<file path="src/rtl/is_pkg.sv">
// is_pkg: issue-stage constants.
// IS_ENTRIES is the per-unit queue depth, NUM_OF_FU the number of
// functional units, and FU_* name the fixed channel positions.
package is_pkg;

   localparam int IS_ENTRIES = 4;
   localparam int NUM_OF_FU  = 4;

   localparam int FU_LSU = 0;
   localparam int FU_BRU = 1;
   localparam int FU_ALU = 2;
   localparam int FU_FPU = 3;

endpackage : is_pkg

</file>
<file path="src/rtl/rob_pkg.sv">
// rob_pkg: types shared with the reorder buffer.
// rob_issue is the payload carried from a ROB issue port to a functional
// unit; its packed width sets the payload width of the issue queues.
package rob_pkg;

   typedef struct packed {
      logic [5:0] rob_tag;   // ROB slot that owns the instruction
      logic [5:0] opcode;    // decoded operation for the functional unit
      logic [3:0] src_sel;   // operand source selects
   } rob_issue;

endpackage : rob_pkg

</file>
<file path="src/rtl/is_fifo_channel.sv">
// is_fifo_channel: one circular issue FIFO feeding a single functional unit.
//
// Ports:
//   clk_in, rst_in (sync, active-high), flush_in (sync squash)
//   in_valid_in / in_data_in / in_ready_out   : enqueue handshake from ROB
//   fu_valid_out / fu_data_out / fu_ready_in  : dequeue handshake to FU
//   executing_out : registered pulse, one cycle after each hand-off to the FU
//   count_out     : current occupancy, 0..DEPTH
//
// Build option: IS_QUEUE_BYPASS_EN. When defined, an empty queue whose FU is
// ready hands an incoming instruction straight through in the same cycle
// without storing it. When undefined, all outputs derive from state only.
module is_fifo_channel #(
   parameter int DEPTH   = 4,
   parameter int ENTRY_W = 16
) (
   input  logic                         clk_in,
   input  logic                         rst_in,
   input  logic                         flush_in,
   input  logic                         in_valid_in,
   input  logic [ENTRY_W-1:0]           in_data_in,
   output logic                         in_ready_out,
   input  logic                         fu_ready_in,
   output logic                         fu_valid_out,
   output logic [ENTRY_W-1:0]           fu_data_out,
   output logic                         executing_out,
   output logic [$clog2(DEPTH+1)-1:0]   count_out
);

   localparam int PW = $clog2(DEPTH);
   localparam int CW = $clog2(DEPTH+1);
   localparam logic [CW-1:0] FULL_COUNT = CW'(DEPTH);

   logic [ENTRY_W-1:0] r_mem [DEPTH];
   logic [PW-1:0]      r_head;
   logic [PW-1:0]      r_tail;
   logic [CW-1:0]      r_count;
   logic               r_exec;

   logic w_not_empty;
   logic w_bypass;
   logic w_enq;
   logic w_pop;

   assign w_not_empty  = (r_count != '0);
   // Readiness looks at occupancy only: a full queue refuses input even in a
   // cycle where it also pops.
   assign in_ready_out = (r_count != FULL_COUNT);

`ifdef IS_QUEUE_BYPASS_EN
   assign w_bypass     = !w_not_empty && in_valid_in && fu_ready_in;
   assign fu_valid_out = w_not_empty || w_bypass;
   assign fu_data_out  = w_not_empty ? r_mem[r_head] : in_data_in;
`else
   assign w_bypass     = 1'b0;
   assign fu_valid_out = w_not_empty;
   assign fu_data_out  = r_mem[r_head];
`endif

   // A bypassed instruction never touches storage.
   assign w_enq = in_valid_in && in_ready_out && !w_bypass && !flush_in && !rst_in;
   assign w_pop = w_not_empty && fu_ready_in && !flush_in;

   // Storage is deliberately left out of reset; pointers define validity.
   always_ff @(posedge clk_in) begin
      if (w_enq) begin
         r_mem[r_tail] <= in_data_in;
      end
   end

   always_ff @(posedge clk_in) begin
      if (rst_in || flush_in) begin
         r_head  <= '0;
         r_tail  <= '0;
         r_count <= '0;
         r_exec  <= 1'b0;
      end else begin
         if (w_enq) begin
            r_tail <= r_tail + PW'(1);
         end
         if (w_pop) begin
            r_head <= r_head + PW'(1);
         end
         unique case ({w_enq, w_pop})
            2'b10:   r_count <= r_count + CW'(1);
            2'b01:   r_count <= r_count - CW'(1);
            default: r_count <= r_count;
         endcase
         r_exec <= w_pop || w_bypass;
      end
   end

   assign executing_out = r_exec;
   assign count_out     = r_count;

endmodule : is_fifo_channel

</file>
<file path="src/rtl/is_multi_queue.sv">
// is_multi_queue: per-functional-unit issue buffer between the ROB issue
// ports and the execution units. NUM_FU independent FIFOs, no arbitration.
//
// Ports (channel c uses slice [c*ENTRY_W +: ENTRY_W] of the data buses and
// [c*$clog2(DEPTH+1) +: $clog2(DEPTH+1)] of count_out):
//   clk_in, rst_in (sync, active-high), flush_in (sync squash of all channels)
//   in_valid_in, in_data_in, in_ready_out   : ROB-side handshake
//   fu_ready_in, fu_valid_out, fu_data_out  : FU-side handshake
//   executing_out : one-cycle acknowledgement after each hand-off
//   count_out     : per-channel occupancy
//
// Build option: IS_QUEUE_BYPASS_EN enables the empty-queue same-cycle
// bypass inside each channel.
module is_multi_queue
   import is_pkg::*;
   import rob_pkg::*;
#(
   parameter int NUM_FU  = NUM_OF_FU,
   parameter int DEPTH   = IS_ENTRIES,
   parameter int ENTRY_W = $bits(rob_issue)
) (
   input  logic                                 clk_in,
   input  logic                                 rst_in,
   input  logic                                 flush_in,
   input  logic [NUM_FU-1:0]                    in_valid_in,
   input  logic [NUM_FU*ENTRY_W-1:0]            in_data_in,
   output logic [NUM_FU-1:0]                    in_ready_out,
   input  logic [NUM_FU-1:0]                    fu_ready_in,
   output logic [NUM_FU-1:0]                    fu_valid_out,
   output logic [NUM_FU*ENTRY_W-1:0]            fu_data_out,
   output logic [NUM_FU-1:0]                    executing_out,
   output logic [NUM_FU*$clog2(DEPTH+1)-1:0]    count_out
);

   localparam int CW = $clog2(DEPTH+1);

   for (genvar gi = 0; gi < NUM_FU; gi++) begin : g_chan
      is_fifo_channel #(
         .DEPTH   (DEPTH),
         .ENTRY_W (ENTRY_W)
      ) u_chan (
         .clk_in        (clk_in),
         .rst_in        (rst_in),
         .flush_in      (flush_in),
         .in_valid_in   (in_valid_in[gi]),
         .in_data_in    (in_data_in[gi*ENTRY_W +: ENTRY_W]),
         .in_ready_out  (in_ready_out[gi]),
         .fu_ready_in   (fu_ready_in[gi]),
         .fu_valid_out  (fu_valid_out[gi]),
         .fu_data_out   (fu_data_out[gi*ENTRY_W +: ENTRY_W]),
         .executing_out (executing_out[gi]),
         .count_out     (count_out[gi*CW +: CW])
      );
   end

endmodule : is_multi_queue
</file>
<file path="config.mk">
export PLATFORM = sky130hd
export DESIGN_NAME = is_multi_queue
export DESIGN_NICKNAME = d
export VERILOG_FILES = /design/src/rtl/is_pkg.sv /design/src/rtl/rob_pkg.sv /design/src/rtl/is_fifo_channel.sv /design/src/rtl/is_multi_queue.sv
export SDC_FILE = /design/constraint.sdc
export NUM_CORES = 1
export LEC_CHECK = 0
export BUFFER_PORTS_ARGS = -buffer_cell sky130_fd_sc_hd__buf_2
export CORE_MARGIN = 4
export CORE_UTILIZATION = 55
export CTS_CLUSTER_DIAMETER = 100
export CTS_CLUSTER_SIZE = 14
export DETAILED_ROUTE_END_ITERATION = 10
export PLACE_DENSITY = 0.74
export SYNTH_ARGS = -nofsm -noshare
export SYNTH_HDL_FRONTEND = slang
export SYNTH_SLANG_ARGS = --single-unit
</file>
<file path="constraint.sdc">
create_clock -name clk_in -period 2.6 [get_ports clk_in]
set_input_delay 0.39 -clock clk_in [delete_from_list [all_inputs] [get_ports clk_in]]
set_output_delay 0.39 -clock clk_in [all_outputs]
set_load 0.01 [all_outputs]
</file>
==> impl_metrics.toml <==
[logic_synthesis]
ys_seq_elements = 296
syn_area_per_cell_sq_um = 19.81
syn_nets = 672
yosys_warnings = 0
synth.yosys.seq_area_share = 0.7476
netlist-cell-type-count = 28
synth_area_sq_um = 11350
syn-instance-count = 573

[placement]
io_buffers = 162
post-dp-hpwl_mm = 13.57
gp_routability_congestion = 0.7531
place_area_sq_um = 12520

[sta]
grt_setup_unrepaired = "false"
hold_viol_final = 0
tightest_slew_ns = 0.6145
skew_ns = 0.02004
holdWs_ns = 0.08232
fin_crit_sh = 0.9588
tns_ns = 0
slew_headroom = 0.5903
clock.fmax_mhz = 401.1
min_period_ns = 2.493
final-max-slew-violation-count = 0
setup_violations = 0

[cts]
clock_sinks = 296
cts_root_buffer = "clkbuf_16"
htreeDepth = 1
cts_tree = "yes"
cts_made_buffers = 25
postCtsHoldBufs = 0
clk_path_buf_depth = 3
clk_pin_slew_worst_paths_ns = 0.07
clock_latency_ns = 0.52

[drt]
drt_wl_total_mm = 20.73
wl_per_cell_microns = 19.80
route.detailed.drc = 0
initialDrtViolationCount = 265
drtAntennaViolNets = 0
routed_via_density = 5.432
first_pass_iters = 4
vias = 5687

[grt]
grt_pass1_wl_mm = 32.29
gr-usage-all-layers = 0.1822
overflow = 0
grt_max_degree = 30
antenna_found_initial = 1
grt_pass1_vias = 5945

[layout]
design_area_sq_um = 13250
nets = 857
antennaDiodeCount = 0
syn2layout_area_growth_pct = 16.72
fin_util = 0.6528
fillers = 1427
mostFrequentLayoutCell = "edfxtp_1"
final_cell_mix = "edfxtp_1 (256), buf_2 (162), mux4_2 (64)"
layout-drive-gt1-share = 0.3900

[setup_path]
crit_start = "g_chan[2].u_chan.count_out[2]"
critical_path.max_fanout = 7
worstSetupEndpointType = "register"
crit_arrival_ns = 2.93
rr_endpoint = "g_chan[2].u_chan.count_out[2]"
cp_slowest_stage_delay_ns = 0.44
reg2reg_depth = 9
critical_path.cell_chain = "or3b_4 > and2_4 > nand2_1 > ha_1 > inv_1 > fa_1 > xor2_1 > or3_2 > a21oi_2"
required_ns = 3.04
crit_path_end = "g_chan[2].u_chan.count_out[2]"
crit_type = "register to register"
r2r-start = "g_chan[2].u_chan.count_out[2]"
slowest_stage = "or3_2"
r2r_slack_ns = 0.11
critPathLaunchType = "register"

[power_and_ir_drop]
clock_power_share = 0.378
ir_drop_mv = 0.7618
p_leak_nw = 4.592
seq_power_share = 0.588
power_frac_comb = 0.034
power_switching_w = 0.001721
powerDensity_nw_per_um2 = 669.4
power.share.switching = 0.1940
p_int_w = 0.007150

[job]
drv_cap = 0

[floorplan]
dieArea_sq_um = 23010
die_x_microns = 151.7
ios = 163
die_y_microns = 151.7
fp-row-count = 52
core_area_sq_um = 20300
start_util = 0.5593

[run_status]
outcome = "finished clean"

[worst_hold_path]
holdCritPathClass = "input pin to register"
## critical path, delay by kind of cell (launching register included)
family	cells	cell delay [ns]
AOI/OAI and AO/OA	1	0.16
xor gates and xnor gates	1	0.17
adders and majority gates	2	0.56
buffers and inverters	1	0.06
DFF	1	0.38
and+or+nand+nor	4	1.10
## cell type report
class,instances,area [sq um],area share
flip-flops and latches,296,8494,0.6410
multi-input cells,220,2575,0.1943
repair buffers,192,1036,0.07818
clock buffers,44,696.9,0.05259
well taps,270,337.8,0.02549
inverters,23,86.33,0.006515
clock inverters,2,25.02,0.001888
## through the flow
| step | power, W | instances | setup slack [ns] |
|---|---|---|---|
| 6_report | 0.008871 | 1047 | 0.1070 |
| 3_5_place_dp | 0.005626 | 1001 | 0.04423 |
| 5_1_grt | 0.009206 | 1047 | 0.005598 |
| 2_1_floorplan | 0.005454 | 573 | 0.2131 |
| 3_3_place_gp | 0.005602 | 1001 | 0.2031 |
| 4_1_cts | 0.008972 | 1047 | 0.01635 |
## power by group through the flow
stage / registers [W] / clock network [W] / logic, W
finish: 0.00522 / 0.00335 / 0.000299
global route: 0.00522 / 0.00365 / 0.000333
CTS: 0.00522 / 0.00345 / 0.000304
detailed placement: 0.00532 / 0 / 0.000302
global placement: 0.00532 / 0 / 0.000283
floorplan: 0.00532 / 0 / 0.000132
## layer usage
metal  track usage  part of all wire
met2        0.3142              0.52
met3       0.04789             0.067
met4       0.03729             0.017
met1        0.2370              0.40
met5             0           0.00063
## flip-flops by register name (all words and copies together), names as in the netlist, named ones only
register                     count
g_chan.u_chan.count_out         12
g_chan.u_chan.executing_out      4
g_chan.u_chan.r_head             8
g_chan.u_chan.r_mem            256
g_chan.u_chan.r_tail             8
## cells in the mapped netlist, drive strengths merged
cell type | n | share of area
nor3 | 6 | 0.0026
or3b | 4 | 0.0040
nand2 | 8 | 0.0026
o31ai | 5 | 0.0051
and2 | 4 | 0.0031
inv | 23 | 0.0076
nand2b | 3 | 0.0017
a21oi | 17 | 0.0075
edfxtp | 256 | 0.68
or3 | 11 | 0.0063
nor2 | 21 | 0.0069
buf | 26 | 0.016
and3 | 16 | 0.0088
nand3b | 3 | 0.0020
xor2 | 10 | 0.0077
clkbuf | 8 | 0.0026
mux4 | 64 | 0.13
dfxtp | 40 | 0.071
fa | 4 | 0.0071
ha | 20 | 0.022
o21ai | 14 | 0.0062
o311ai | 1 | 0.00077
or2 | 1 | 0.00055
nand4 | 8 | 0.0044
## worst min path at each step
stage	start	endpoint	slack, ns	depth (start not counted)
finish	in_data_in[35]	g_chan[2].u_chan.r_mem[0][3]	0.08	1
global route	in_data_in[35]	g_chan[2].u_chan.r_mem[1][3]	0.07	1
CTS	in_data_in[32]	g_chan[2].u_chan.r_mem[1][0]	0.06	1
detailed placement	g_chan[3].u_chan.r_head[1]	g_chan[3].u_chan.r_head[1]	0.49	2
global placement	g_chan[3].u_chan.r_head[1]	g_chan[3].u_chan.r_head[1]	0.47	2
floorplan	g_chan[3].u_chan.r_head[1]	register	0.46	2
## logic make-up after synthesis
family / synth area share
and+or+nand+nor: 0.04298
xor gates and xnor gates: 0.007714
buffers and inverters: 0.02612
AOI/OAI and AO/OA: 0.01951
DFF: 0.7476
adders and majority gates: 0.02909
muxes: 0.1270
## timing repair
action                                  CTS  global route
endpoints found under the setup margin    0             1
gates resized for setup                   0             5
buffers inserted                          0             0
No activity file was read; power rests on OpenSTA's default activity.
